==> config.mk <==
export PLATFORM = sky130hd
export DESIGN_NAME = poly_voice_engine
export DESIGN_NICKNAME = d
export VERILOG_FILES = /design/src/rtl/synth_pkg.sv /design/src/rtl/voice_slot_datapath.sv /design/src/rtl/poly_voice_engine.sv
export SDC_FILE = /design/constraint.sdc
export NUM_CORES = 1
export LEC_CHECK = 0
export ABC_AREA = 1
export BUFFER_PORTS_ARGS = -buffer_cell sky130_fd_sc_hd__buf_2
export CAP_MARGIN = 20
export CORE_ASPECT_RATIO = 1.4
export CORE_MARGIN = 4
export CORE_UTILIZATION = 33
export DETAILED_ROUTE_END_ITERATION = 16
export GPL_TIMING_DRIVEN = 0
export PLACE_DENSITY_LB_ADDON = 0.05
export SYNTH_ARGS = -nofsm -noshare
export SYNTH_HDL_FRONTEND = slang
export SYNTH_SLANG_ARGS = --single-unit
export TNS_END_PERCENT = 5
==> constraint.sdc <==
create_clock -name clk -period 13.9 [get_ports clk]
set_input_delay 2.78 -clock clk [delete_from_list [all_inputs] [get_ports clk]]
set_output_delay 2.78 -clock clk [all_outputs]
set_load 0.005 [all_outputs]
==> src/rtl/synth_pkg.sv <==
// Shared definitions for the poly voice engine: register map, CTRL bit layout,
// datapath widths and the saturating three-way mixer add.
package synth_pkg;

  localparam int unsigned PHASE_W = 24;
  localparam int unsigned WAVE_W  = 8;

  typedef enum logic [2:0] {
    REG_FREQ_L = 3'd0,
    REG_FREQ_M = 3'd1,
    REG_FREQ_H = 3'd2,
    REG_DUTY   = 3'd3,
    REG_VOLUME = 3'd4,
    REG_CTRL   = 3'd5
  } reg_ofs_e;

  localparam int unsigned CTRL_W       = 6;
  localparam int unsigned CTRL_EN      = 0;
  localparam int unsigned CTRL_SW_GATE = 1;
  localparam int unsigned CTRL_SQ_EN   = 2;
  localparam int unsigned CTRL_SAW_EN  = 3;
  localparam int unsigned CTRL_TRI_EN  = 4;
  localparam int unsigned CTRL_RETRIG  = 5;

  function automatic logic [WAVE_W-1:0] sat_add3(input logic [WAVE_W-1:0] a,
                                                 input logic [WAVE_W-1:0] b,
                                                 input logic [WAVE_W-1:0] c);
    logic [WAVE_W+1:0] s;
    s = (WAVE_W+2)'(a) + (WAVE_W+2)'(b) + (WAVE_W+2)'(c);
    return (s > (WAVE_W+2)'(255)) ? '1 : s[WAVE_W-1:0];
  endfunction

endpackage

==> src/rtl/voice_slot_datapath.sv <==
// Combinational waveform generation, mixing and gain for the voice in the
// current time slot.
module voice_slot_datapath
  import synth_pkg::*;
(
  input  logic [8:0]        phase_hi,
  input  logic [WAVE_W-1:0] duty,
  input  logic [WAVE_W-1:0] volume,
  input  logic              sq_en,
  input  logic              saw_en,
  input  logic              tri_en,
  input  logic              active,
  output logic [WAVE_W-1:0] prod
);

  logic [WAVE_W-1:0]   p;
  logic [WAVE_W-1:0]   sq;
  logic [WAVE_W-1:0]   tri_w;
  logic [WAVE_W-1:0]   mix;
  logic [2*WAVE_W-1:0] product;

  always_comb begin
    p       = phase_hi[8:1];
    sq      = (p < duty) ? '1 : '0;
    // Triangle folds on phase[23] and uses phase[22:15] for twice the slope.
    tri_w   = phase_hi[8] ? ~phase_hi[7:0] : phase_hi[7:0];
    mix     = sat_add3(sq_en  ? sq    : '0,
                       saw_en ? p     : '0,
                       tri_en ? tri_w : '0);
    product = (2*WAVE_W)'(mix) * (2*WAVE_W)'(volume);
    prod    = active ? WAVE_W'(product >> WAVE_W) : '0;
  end

endmodule

==> src/rtl/poly_voice_engine.sv <==
// Time-multiplexed N-voice oscillator engine: per-voice registers, phase
// accumulators and a frame accumulator producing one averaged sample per frame.
module poly_voice_engine
  import synth_pkg::*;
#(
  parameter int unsigned NUM_VOICES = 4,
  parameter int unsigned ADDR_W     = $clog2(NUM_VOICES) + 3
) (
  input  logic                  clk,
  input  logic                  rst,
  input  logic                  wr_en,
  input  logic [ADDR_W-1:0]     wr_addr,
  input  logic [7:0]            wr_data,
  input  logic [NUM_VOICES-1:0] gate_in,
  output logic [7:0]            sample_out,
  output logic                  sample_valid,
  output logic [NUM_VOICES-1:0] voice_active,
  output logic [NUM_VOICES-1:0] wrap_pulse
);

  localparam int unsigned LOG2V  = $clog2(NUM_VOICES);
  localparam int unsigned SLOT_W = (LOG2V > 0) ? LOG2V : 1;
  localparam int unsigned ACC_W  = WAVE_W + LOG2V;

  logic [PHASE_W-1:0] freq     [NUM_VOICES];
  logic [7:0]         shadow_l [NUM_VOICES];
  logic [7:0]         shadow_m [NUM_VOICES];
  logic [WAVE_W-1:0]  duty     [NUM_VOICES];
  logic [WAVE_W-1:0]  volume   [NUM_VOICES];
  logic [CTRL_W-1:0]  ctrl     [NUM_VOICES];
  logic [PHASE_W-1:0] phase    [NUM_VOICES];
  logic [NUM_VOICES-1:0] gate_hist;

  logic [SLOT_W-1:0]  slot;
  logic [SLOT_W-1:0]  wr_voice;
  logic               slot_first;
  logic               slot_last;
  logic [CTRL_W-1:0]  cur_ctrl;
  logic               cur_gate;
  logic               cur_rise;
  logic [PHASE_W:0]   phase_sum;
  logic [WAVE_W-1:0]  prod;

  logic [WAVE_W-1:0]  prod_q;
  logic               first_q;
  logic               last_q;
  logic [ACC_W-1:0]   acc;
  logic [ACC_W-1:0]   acc_next;

  always_comb begin
    voice_active = '0;
    for (int unsigned v = 0; v < NUM_VOICES; v++) begin
      voice_active[v] = ctrl[v][CTRL_EN] & (gate_in[v] | ctrl[v][CTRL_SW_GATE]);
    end
  end

  always_comb begin
    wr_voice   = SLOT_W'(wr_addr >> 3);
    slot_first = (slot == '0);
    slot_last  = (slot == SLOT_W'(NUM_VOICES - 1));
    cur_ctrl   = ctrl[slot];
    cur_gate   = gate_in[slot] | cur_ctrl[CTRL_SW_GATE];
    cur_rise   = cur_gate & ~gate_hist[slot];
    phase_sum  = {1'b0, phase[slot]} + {1'b0, freq[slot]};
    // With first set the frame sum restarts, which also covers NUM_VOICES == 1.
    acc_next   = first_q ? ACC_W'(prod_q) : acc + ACC_W'(prod_q);
  end

  voice_slot_datapath u_datapath (
    .phase_hi (phase[slot][PHASE_W-1:PHASE_W-9]),
    .duty     (duty[slot]),
    .volume   (volume[slot]),
    .sq_en    (cur_ctrl[CTRL_SQ_EN]),
    .saw_en   (cur_ctrl[CTRL_SAW_EN]),
    .tri_en   (cur_ctrl[CTRL_TRI_EN]),
    .active   (voice_active[slot]),
    .prod     (prod)
  );

  always_ff @(posedge clk) begin
    if (rst) begin
      for (int unsigned v = 0; v < NUM_VOICES; v++) begin
        freq[v]     <= '0;
        shadow_l[v] <= '0;
        shadow_m[v] <= '0;
        duty[v]     <= '0;
        volume[v]   <= '0;
        ctrl[v]     <= '0;
        phase[v]    <= '0;
      end
      gate_hist    <= '0;
      slot         <= '0;
      prod_q       <= '0;
      first_q      <= 1'b0;
      last_q       <= 1'b0;
      acc          <= '0;
      sample_out   <= '0;
      sample_valid <= 1'b0;
      wrap_pulse   <= '0;
    end else begin
      slot            <= slot_last ? '0 : slot + 1'b1;
      prod_q          <= prod;
      first_q         <= slot_first;
      last_q          <= slot_last;
      gate_hist[slot] <= cur_gate;

      wrap_pulse <= '0;
      if (cur_ctrl[CTRL_EN]) begin
        if (cur_ctrl[CTRL_RETRIG] && cur_rise) begin
          phase[slot] <= '0;
        end else begin
          phase[slot]      <= phase_sum[PHASE_W-1:0];
          wrap_pulse[slot] <= phase_sum[PHASE_W];
        end
      end

      acc          <= acc_next;
      sample_valid <= last_q;
      if (last_q) begin
        sample_out <= acc_next[ACC_W-1:LOG2V];
      end

      // Writes land after the slot read above, so a same-edge write to the
      // active voice takes effect on its next visit.
      if (wr_en) begin
        case (wr_addr[2:0])
          REG_FREQ_L: shadow_l[wr_voice] <= wr_data;
          REG_FREQ_M: shadow_m[wr_voice] <= wr_data;
          REG_FREQ_H: freq[wr_voice]     <= {wr_data, shadow_m[wr_voice], shadow_l[wr_voice]};
          REG_DUTY:   duty[wr_voice]     <= wr_data;
          REG_VOLUME: volume[wr_voice]   <= wr_data;
          REG_CTRL:   ctrl[wr_voice]     <= wr_data[CTRL_W-1:0];
          default: ;
        endcase
      end
    end
  end

endmodule

==> impl_summary.txt, run 1 <==
----------------------------------------------------
[Cells and area]
  Filler-free cell count of the finished design ... 3138
  Fillers ... 6246
  Number of antenna repair diodes ... 0
  Net count reported at finish ... 2435
  Top library cells by usage in the layout, fill and taps aside ... sky130_fd_sc_hd__nor2_1, sky130_fd_sc_hd__edfxtp_1, sky130_fd_sc_hd__nand2_1
  Most common library cell in the layout ignoring fill and taps ... sky130_fd_sc_hd__nor2_1
  Area added between synthesis and finish ... 13.40%
  Layout cell share with drive strength beyond 1 ... 7.696%

[Logic synthesis]
  Share of flip-flops with an asynchronous set or reset after synthesis ... 0%
  Most used DFF post-synth ... sky130_fd_sc_hd__edfxtp_1
  Library cells used by synthesis ... 51
  Mean area per synthesized cell ... 9.438 µm²
  Cell type with the largest total area after synthesis ... sky130_fd_sc_hd__edfxtp_1
  Post-Syn Nets ... 2338
  Yosys top cell area share ... 50.05%
  YS warnings ... 0
  Count of flip-flops with a built-in enable after synthesis ... 344
  Synth Register Bits ... 383
  Sequential cell area fraction in the yosys report ... 53.83%
  Synthesized instance count ... 2187
  Dominant cells by area after synthesis ... sky130_fd_sc_hd__edfxtp_1, sky130_fd_sc_hd__nor2_1, sky130_fd_sc_hd__nand2_1, sky130_fd_sc_hd__ha_1, sky130_fd_sc_hd__inv_1
  Summed instance area of the synthesized netlist ... 20640 µm²

[Critical path]
  Cell repeated most along the worst path ... sky130_fd_sc_hd__nand2_1
  Kind of cell with the highest combined delay on the critical path ... adder cells
  Max incr delay on CP ... 780 ps
  Signal arrival time at the worst endpoint ... 11240 ps
  Slowest cell on the critical path ... sky130_fd_sc_hd__clkbuf_1
  Highest net fanout along the worst path ... 10
  Path type of the worst setup path ... flop to flop
  Required time of the critical path ... 14390 ps
  Kind of end point of the critical path ... flop
  CP startpoint kind ... flop
  Buffers & Inverters on Critical Path ... 9

[STA]
  Number of endpoints with negative hold slack in the final report ... 0
  Final Setup Violations ... 0
  Total count of max-transition violations in the final report ... 0
  Worst-case clock skew ... 30.78 ps
  Slew @ Worst Pin ... 1168 ps
  Setup repair after global routing missed its margin ... false
  Worst Hold Margin ... 484.4 ps
  Final Cycle Share ... 77.32%
  Achievable clock frequency ... 93.05 MHz
  Clock period minus final worst setup slack ... 10750 ps
  Relative max-transition margin ... 22.16%
  Setup TNS ... 0 ps

[Detailed routing]
  TritonRoute pass-1 iters ... 5
  Post-DR wirelength/cell ... 22.30 µm
  Number of design-rule violations left by the first detailed-router iteration ... 1309
  Remaining design rule violation count ... 0
  Final antenna-violating net count ... 0
  Total number of vias ... 15814
  Post-detailed-routing wire length ... 69960 µm
  Routed vias/inst ... 5.040

[Floorplan]
  Num rows ... 108
  Initial Util ... 33.28%
  Standard cell core area ... 62020 µm²
  Horizontal die dimension ... 219.4 µm
  Die area ... 66670 µm²
  Ports placed on the boundary ... 37
  Chip height ... 303.9 µm

[Placement]
  Number of buffers inserted by port buffering ... 35
  HPWL after detailed placement ... 51570 µm
  Number of instances in the placed design ... 3061
  Gp weighted congestion ... 0.8786

[Clock tree]
  Clock root cell ... sky130_fd_sc_hd__clkbuf_16
  Clk buf depth ... 3
  Clk slew on worst S/H paths ... 60 ps
  Post-CTS setup-driven buffer insertion count ... 0
  TritonCTS clock tree ... yes
  Clk_lat worst skew ... 570 ps
  Cts hold-fix bufs ... 0
  Cts bufs inserted ... 41
  Clock tree sinks ... 383
  Resized cells post-CTS ... 0
  H-tree depth reported by CTS ... 2

[Hold path]
  Type of the worst min-delay path ... flop to flop

[Status]
  Outcome ... complete, no violations

[GRT]
  Maximum number of pins on one net before global-route repair ... 25
  GRT Total Usage ... 20.81%
  Antenna violations before repair ... 1
  Via count of the first global-routing pass ... 15996
  Grt ovf ... 0
  Wire length of the first global-routing pass ... 102700 µm

[Flow run]
  Maxcap violations ... 0

----------------------------------------------------
worst register-to-register path: cells and delay by family (launching register included):
family          cells  cell delay [ps]
flops               1              380
compound gates     12             2700
buf+inv             9             2100
simple gates       12             1820
xor+xnor            1              150
fa+ha+maj           8             3530
logic make-up after synthesis:
logic type                 share of synthesized area [%]
and+or+nand+nor                                    19.19
AOI/OAI and AO/OA                                  10.12
DFF                                                53.83
adders and majority gates                          9.359
buffers and inverters                              6.450
xor gates and xnor gates                           1.061
sequential cells by signal (all words and copies together) (netlist names):
signal / flops
sample_valid: 1
sample_out: 8
prod_q: 8
phase: 96
volume: 32
wrap_pulse: 4
shadow_l: 32
gate_hist: 4
shadow_m: 32
duty: 32
last_q: 1
slot: 2
ctrl: 24
first_q: 1
acc: 10
freq: 96
path summary, 6_finish.rpt:
path / start / to / slack (ps) / depth (start not counted)
min: gate_hist[3]$_SDFFE_PP0P_ / gate_hist[3]$_SDFFE_PP0P_ / 480 / 2
max reg2reg: slot[0]$_SDFF_PP0_ / prod_q[6]$_SDFF_PP0_ / 3150 / 42
min reg2reg: gate_hist[3]$_SDFFE_PP0P_ / gate_hist[3]$_SDFFE_PP0P_ / 480 / 2
max: slot[0]$_SDFF_PP0_ / prod_q[6]$_SDFF_PP0_ / 3150 / 42
cell usage after synthesis (4+ instances only):
cell,instances
sky130_fd_sc_hd__a211oi_1,5
sky130_fd_sc_hd__a21oi_1,73
sky130_fd_sc_hd__a21oi_2,4
sky130_fd_sc_hd__a221oi_1,10
sky130_fd_sc_hd__a22oi_1,49
sky130_fd_sc_hd__a31oi_1,20
sky130_fd_sc_hd__a32o_1,8
sky130_fd_sc_hd__buf_1,8
sky130_fd_sc_hd__buf_2,14
sky130_fd_sc_hd__clkbuf_1,80
sky130_fd_sc_hd__clkinv_1,5
sky130_fd_sc_hd__dfxtp_1,39
sky130_fd_sc_hd__edfxtp_1,344
sky130_fd_sc_hd__fa_1,39
sky130_fd_sc_hd__ha_1,92
sky130_fd_sc_hd__inv_1,230
sky130_fd_sc_hd__inv_2,9
sky130_fd_sc_hd__nand2_1,334
sky130_fd_sc_hd__nand2_2,8
sky130_fd_sc_hd__nand3_1,59
sky130_fd_sc_hd__nand4_1,14
sky130_fd_sc_hd__nor2_1,422
sky130_fd_sc_hd__nor2_2,5
sky130_fd_sc_hd__nor3_1,83
sky130_fd_sc_hd__o211ai_1,7
sky130_fd_sc_hd__o21ai_0,141
sky130_fd_sc_hd__o21ai_1,6
sky130_fd_sc_hd__o21bai_1,6
sky130_fd_sc_hd__o22ai_1,9
sky130_fd_sc_hd__or2_2,12
sky130_fd_sc_hd__xnor2_1,15
sky130_fd_sc_hd__xor2_1,10
area by class of cell:
type	instances	area, µm²	share of cell area (%)
Clock inverter	19	175.2	0.7484
Buffer	104	415.4	1.775
Inverter	244	915.9	3.913
Sequential cell	383	11110	47.47
Clock buffer	53	1114	4.758
Tap cell	825	1032	4.410
Multi-Input combinational cell	1456	8213	35.09
Timing Repair Buffer	54	430.4	1.839
routing by layer:
metal | vias up | global-route usage (%) | wire length [µm] | share of wire (%)
li1 | 7597 | - | - | -
met1 | 7694 | 26.27 | 29310 | 42
met2 | 403 | 36.80 | 35450 | 51
met3 | 120 | 2.487 | 2788 | 4.0
met4 | 0 | 6.837 | 2419 | 3.5
met5 | - | 0 | 0 | 0
through the flow:
stage | utilization (%) | instance area, µm² | worst slack (ps)
6_report | 37.74 | 23410 | 3153
5_1_grt | 37.74 | 23410 | 2501
4_1_cts | 37.69 | 23380 | 3233
3_5_place_dp | 35.61 | 22090 | 3277
3_3_place_gp | 35.23 | 21850 | 3209
2_1_floorplan | - | 20640 | 5678
Power of run 1 is not shown: default switching activity piles up to over one toggle a cycle in this logic, so the estimate is an artifact.
==> inputs of run 2 (changes only) <==
clock period = 10 ns   (was 13.9 ns; I/O delays follow)
==> run 2 against run 1 <==
Sequential cell count stayed put. Largest cell class unchanged. Final area rose by 0.37%. Core utilization is 0.14 points higher. Non-clock buffer count down 1. Highest routed layer unchanged. Clock skew rose by 1.8 ps. Count of clock-buffer cells in the layout unchanged. Via count decreased by 0.39%. Worst setup slack got worse by 2600 ps. Critical path depth increased by 3.
==> impl_summary.txt, run 2 (synthesized netlist as in run 1, its figures left out) <==
----------------------------------------------------
[Critical path]
  Max incr delay on CP ... 550 ps (-230 ps)
  Highest net fanout along the worst path ... 10 (unchanged)
  Slowest cell on the critical path ... sky130_fd_sc_hd__fa_1
  Path type of the worst setup path ... flop to flop
  CP startpoint kind ... flop
  Kind of end point of the critical path ... flop
  Signal arrival time at the worst endpoint ... 9920 ps (-1320 ps)
  Required time of the critical path ... 10490 ps (-3900 ps)

[Clock tree]
  Cts bufs inserted ... 41 (unchanged)
  Clk buf depth ... 3 (unchanged)
  Clk_lat worst skew ... 570 ps (about the same)
  H-tree depth reported by CTS ... 2 (unchanged)
  Clock tree sinks ... 383 (unchanged)
  Cts hold-fix bufs ... 0 (unchanged)
  Clk slew on worst S/H paths ... 60 ps (about the same)
  TritonCTS clock tree ... yes
  Clock root cell ... sky130_fd_sc_hd__clkbuf_16

[Placement]
  Number of buffers inserted by port buffering ... 35 (unchanged)
  Post-Place Worst Slack ... -622.8 ps (-3900 ps)
  Area post-placement ... 22090 µm² (unchanged)
  Number of instances in the placed design ... 3061 (unchanged)
  Gp weighted congestion ... 0.8786 (unchanged)
  HPWL after detailed placement ... 51570 µm (unchanged)

[Detailed routing]
  Post-detailed-routing wire length ... 69890 µm (-0.11%)
  Remaining design rule violation count ... 0 (unchanged)
  TritonRoute pass-1 iters ... 5 (unchanged)
  Total number of vias ... 15753 (-0.39%)
  Routed vias/inst ... 5.022 (-0.35%)
  Post-DR wirelength/cell ... 22.28 µm (about the same)
  Number of design-rule violations left by the first detailed-router iteration ... 1231 (-6.0%)
  Final antenna-violating net count ... 0 (unchanged)

[Flow run]
  Maxcap violations ... 0 (unchanged)

[Cells and area]
  Most common library cell in the layout ignoring fill and taps ... sky130_fd_sc_hd__nor2_1
  Filler-free cell count of the finished design ... 3137 (-0.032%)
  Fillers ... 6226 (-0.32%)
  Area occupied by multi-input gates ... 8277 µm² (+0.78%)
  Layout cell share with drive strength beyond 1 ... 8.607% (+0.91 points)
  Top library cells by usage in the layout, fill and taps aside ... sky130_fd_sc_hd__nor2_1, sky130_fd_sc_hd__edfxtp_1, sky130_fd_sc_hd__nand2_1
  Net count reported at finish ... 2434 (-0.041%)
  Post-route cell area ... 23490 µm² (+0.37%)
  Area added between synthesis and finish ... 13.81%
  Registers with the most flip-flops ... freq: 96 flops, phase: 96 flops
  Footprint of the flip-flops and latches ... 11110 µm² (unchanged)
  Number of antenna repair diodes ... 0 (unchanged)

[Status]
  Outcome ... complete, no violations

[Floorplan]
  Standard cell core area ... 62020 µm² (unchanged)
  Chip height ... 303.9 µm (unchanged)
  Ports placed on the boundary ... 37 (unchanged)
  Initial Util ... 33.28% (unchanged)
  Num rows ... 108 (unchanged)
  Horizontal die dimension ... 219.4 µm (unchanged)
  Die area ... 66670 µm² (unchanged)

[STA]
  Number of endpoints with negative hold slack in the final report ... 0 (unchanged)
  Worst-case clock skew ... 32.62 ps (+1.842 ps)
  Clock period minus final worst setup slack ... 9424 ps (-1324 ps)
  Slew @ Worst Pin ... 1178 ps (+10.23 ps)
  Relative max-transition margin ... 21.47% (-0.68 points)
  Final Setup Violations ... 0 (unchanged)
  Setup repair after global routing missed its margin ... false
  Total count of max-transition violations in the final report ... 0 (unchanged)
  Worst Setup Slack, final ... 576.2 ps (-2576 ps)
  Final Cycle Share ... 94.24% (+17 points)
  Achievable clock frequency ... 106.1 MHz (+14%)

[Hold path]
  Type of the worst min-delay path ... flop to flop

[GRT]
  Grt ovf ... 0 (unchanged)
  Maximum number of pins on one net before global-route repair ... 25 (unchanged)
  Wire length of the first global-routing pass ... 102800 µm (about the same)
  GRT Total Usage ... 20.79% (about the same)
  Antenna violations before repair ... 0 (-1)
  Via count of the first global-routing pass ... 16013 (+0.11%)

----------------------------------------------------
## run 2: metrics by stage
stage | hold slack [ps] | setup TNS, ps | util (%)
2_1_floorplan | 447.9 | 0 | -
3_3_place_gp | 470.5 | -2923 | 35.23
3_5_place_dp | 471.3 | -2533 | 35.61
4_1_cts | 485.7 | 0 | 37.73
5_1_grt | 509.1 | 0 | 37.88
6_report | 486.0 | 0 | 37.88
## run 2: worst max-delay path: cells and delay by family (launching register included)
family / cells / cell delay [ps]
adders and majority gates: 8 / 3430
AOI/OAI and AO/OA: 12 / 1840
xor gates and xnor gates: 1 / 100
buffers and inverters: 7 / 1360
DFF: 1 / 470
and+or+nand+nor: 17 / 2080
## run 2: area by class of cell
class                   count  share of cell area (%)
plain buffers             102                   1.811
clock buffers              53                   4.740
clock inverters            19                  0.7456
inverters                 244                   3.899
multi-input cells        1456                   35.23
flip-flops and latches    383                   47.29
well taps                 825                   4.394
repair buffers             55                   1.885
## run 2: timing repair
| item | in CTS | in global routing |
|---|---|---|
| setup endpoints to repair | 8 | 8 |
| gates resized for setup | 12 | 24 |
| pin swaps | 0 | 1 |
| buffers inserted | 0 | 3 |
## run 2: final timing paths
kind	from	to	slack, ps	depth (start not counted)
worst max register to register	slot[0]$_SDFF_PP0_	prod_q[6]$_SDFF_PP0_	580	45
worst min register to register	sample_out[4]$_SDFFE_PP0P_	sample_out[4]$_SDFFE_PP0P_	490	2
worst min-delay path	sample_out[4]$_SDFFE_PP0P_	sample_out[4]$_SDFFE_PP0P_	490	2
worst max-delay path	slot[0]$_SDFF_PP0_	prod_q[6]$_SDFF_PP0_	580	45
## run 2: routing by layer
metal | routed length, µm | global-route usage (%)
met1 | 29400 | 26.29
met3 | 2673 | 2.367
met2 | 35390 | 36.81
met4 | 2425 | 6.837
met5 | 0 | 0
Power of run 2 is left out for the same reason.
==> inputs of run 3 (changes only) <==
PLACE_DENSITY_LB_ADDON = 0.3   (was 0.05)
==> run 3 against run 2 <==
Global-route usage decreased by 3.0 points. Sequential cell count unchanged. Count of clock-buffer cells in the layout decreased by 4.
==> impl_summary.txt, run 3 (synthesized netlist as in run 1, its figures left out) <==
----------------------------------------------------
[Critical path]
  Slowest cell on the critical path ... sky130_fd_sc_hd__o21ai_1
  CP startpoint kind ... flop
  Kind of end point of the critical path ... flop
  Kind of cell with the highest combined delay on the critical path ... adder cells
  Path type of the worst setup path ... flop to flop
  Highest net fanout along the worst path ... 10 (unchanged)
  Buffers & Inverters on Critical Path ... 6 (-1)
  Cell repeated most along the worst path ... sky130_fd_sc_hd__nand2_1
  Max incr delay on CP ... 570 ps (+20 ps)
  Required time of the critical path ... 10490 ps (about the same)
  Signal arrival time at the worst endpoint ... 9910 ps (about the same)

[Cells and area]
  Most common library cell in the layout ignoring fill and taps ... sky130_fd_sc_hd__nor2_1
  Top library cells by usage in the layout, fill and taps aside ... sky130_fd_sc_hd__nor2_1, sky130_fd_sc_hd__edfxtp_1, sky130_fd_sc_hd__nand2_1
  Net count reported at finish ... 2431 (-0.12%)
  Area added between synthesis and finish ... 13.68%
  Layout cell share with drive strength beyond 1 ... 8.225% (-0.38 points)
  Registers with the most flip-flops ... freq: 96 flops, phase: 96 flops
  Number of antenna repair diodes ... 0 (unchanged)
  Fillers ... 6130 (-1.5%)

[Hold path]
  Type of the worst min-delay path ... flop to flop

[Clock tree]
  Cts hold-fix bufs ... 0 (unchanged)
  Clock tree sinks ... 383 (unchanged)
  Clk slew on worst S/H paths ... 60 ps (about the same)
  Clk buf depth ... 3 (unchanged)
  Clock root cell ... sky130_fd_sc_hd__clkbuf_16
  H-tree depth reported by CTS ... 2 (unchanged)
  Clk_lat worst skew ... 590 ps (+20 ps)
  TritonCTS clock tree ... yes
  Cts bufs inserted ... 40 (-2.4%)

[Detailed routing]
  TritonRoute pass-1 iters ... 6 (+1)
  Number of design-rule violations left by the first detailed-router iteration ... 1407 (+14%)
  Post-DR wirelength/cell ... 19.16 µm (-14%)
  Final antenna-violating net count ... 0 (unchanged)
  Remaining design rule violation count ... 0 (unchanged)
  Routed vias/inst ... 5.054 (+0.64%)
  Total number of vias ... 15844 (+0.58%)
  Post-detailed-routing wire length ... 60070 µm (-14%)

[Floorplan]
  Num rows ... 108 (unchanged)
  Initial Util ... 33.28% (unchanged)
  Chip height ... 303.9 µm (unchanged)
  Horizontal die dimension ... 219.4 µm (unchanged)
  Ports placed on the boundary ... 37 (unchanged)
  Standard cell core area ... 62020 µm² (unchanged)
  Die area ... 66670 µm² (unchanged)

[Placement]
  Post-Place Worst Slack ... -284.7 ps (+338.1 ps)
  Number of buffers inserted by port buffering ... 35 (unchanged)
  Gp weighted congestion ... 0.8927 (+1.6%)
  HPWL after detailed placement ... 45540 µm (-12%)

[STA]
  Relative max-transition margin ... 24.66% (+3.2 points)
  Final Setup Violations ... 0 (unchanged)
  Number of endpoints with negative hold slack in the final report ... 0 (unchanged)
  Final Cycle Share ... 94.13% (-0.11 points)
  Slew @ Worst Pin ... 1130 ps (-47.83 ps)
  Setup repair after global routing missed its margin ... false
  Worst Setup Slack, final ... 587.3 ps (+11.12 ps)
  Worst-case clock skew ... 26.24 ps (-6.386 ps)
  Clock period minus final worst setup slack ... 9413 ps (-11.12 ps)
  Total count of max-transition violations in the final report ... 0 (unchanged)
  Achievable clock frequency ... 106.2 MHz (+0.12%)

[GRT]
  GRT Total Usage ... 17.75% (-3.0 points)
  Global routing met3 resource utilization ... 2.117% (-0.25 points)
  Top Usage Layer GRT ... met2
  Antenna violations before repair ... 0 (unchanged)
  Grt ovf ... 0 (unchanged)
  Via count of the first global-routing pass ... 15883 (-0.81%)
  Maximum number of pins on one net before global-route repair ... 25 (unchanged)
  Met2 Track Usage GR ... 31.98% (-4.8 points)
  Wire length of the first global-routing pass ... 91310 µm (-11%)
  Met1 routing resource usage after global routing ... 21.13% (-5.2 points)

[Status]
  Outcome ... complete, no violations

[Flow run]
  Maxcap violations ... 0 (unchanged)

----------------------------------------------------
## run 3: cell type report
| class | count | area [µm²] | share of cell area (%) |
|---|---|---|---|
| multi-input cells | 1456 | 8245 | 35.14 |
| flip-flops and latches | 383 | 11110 | 47.35 |
| repair buffers | 53 | 460.4 | 1.962 |
| well taps | 825 | 1032 | 4.399 |
| clock inverters | 23 | 227.7 | 0.9705 |
| plain buffers | 102 | 415.4 | 1.770 |
| inverters | 244 | 915.9 | 3.903 |
| clock buffers | 49 | 1056 | 4.501 |
## run 3: what timing repair did
action,4_1_cts,5_1_grt
setup buffers,0,3
setup endpoints to repair,4,8
pin swaps,0,1
resized for setup,7,14
## run 3: worst paths after layout
path | slack (ps) | end | startpoint | depth (start not counted)
setup / recovery | 590 | prod_q[6]$_SDFF_PP0_ | slot[1]$_SDFF_PP0_ | 43
hold / removal | 480 | sample_out[0]$_SDFFE_PP0P_ | sample_out[0]$_SDFFE_PP0P_ | 2
setup reg to reg | 590 | prod_q[6]$_SDFF_PP0_ | slot[1]$_SDFF_PP0_ | 43
hold reg to reg | 480 | sample_out[0]$_SDFFE_PP0P_ | sample_out[0]$_SDFFE_PP0P_ | 2
## run 3: metrics by stage
step / hold WS (ps) / std cells / utilization, % / setup TNS, ps / instance area, µm²
after floorplan: 447.9 / 2187 / - / 0 / 20640
after global placement: 457.5 / 3047 / 35.23 / -140.0 / 21850
after detailed placement: 470.5 / 3057 / 35.58 / -563.0 / 22070
after CTS: 484.3 / 3129 / 37.67 / 0 / 23360
after global routing: 510.0 / 3135 / 37.83 / 0 / 23460
final: 476.6 / 3135 / 37.83 / 0 / 23460
## run 3: worst register-to-register path, delay by kind of cell (launching register included)
family	cells	cell delay, ps
adders and majority gates	8	3480
AOI/OAI and AO/OA	12	2440
and+or+nand+nor	16	1720
buffers and inverters	6	1220
DFF	1	380
xor gates and xnor gates	1	110
## run 3: routing by layer
| metal | wire length [µm] | vias up |
|---|---|---|
| li1 | - | 7587 |
| met5 | 0 | - |
| met2 | 30740 | 494 |
| met1 | 23790 | 7629 |
| met4 | 2632 | 0 |
| met3 | 2910 | 134 |
Power of run 3 is left out for the same reason.
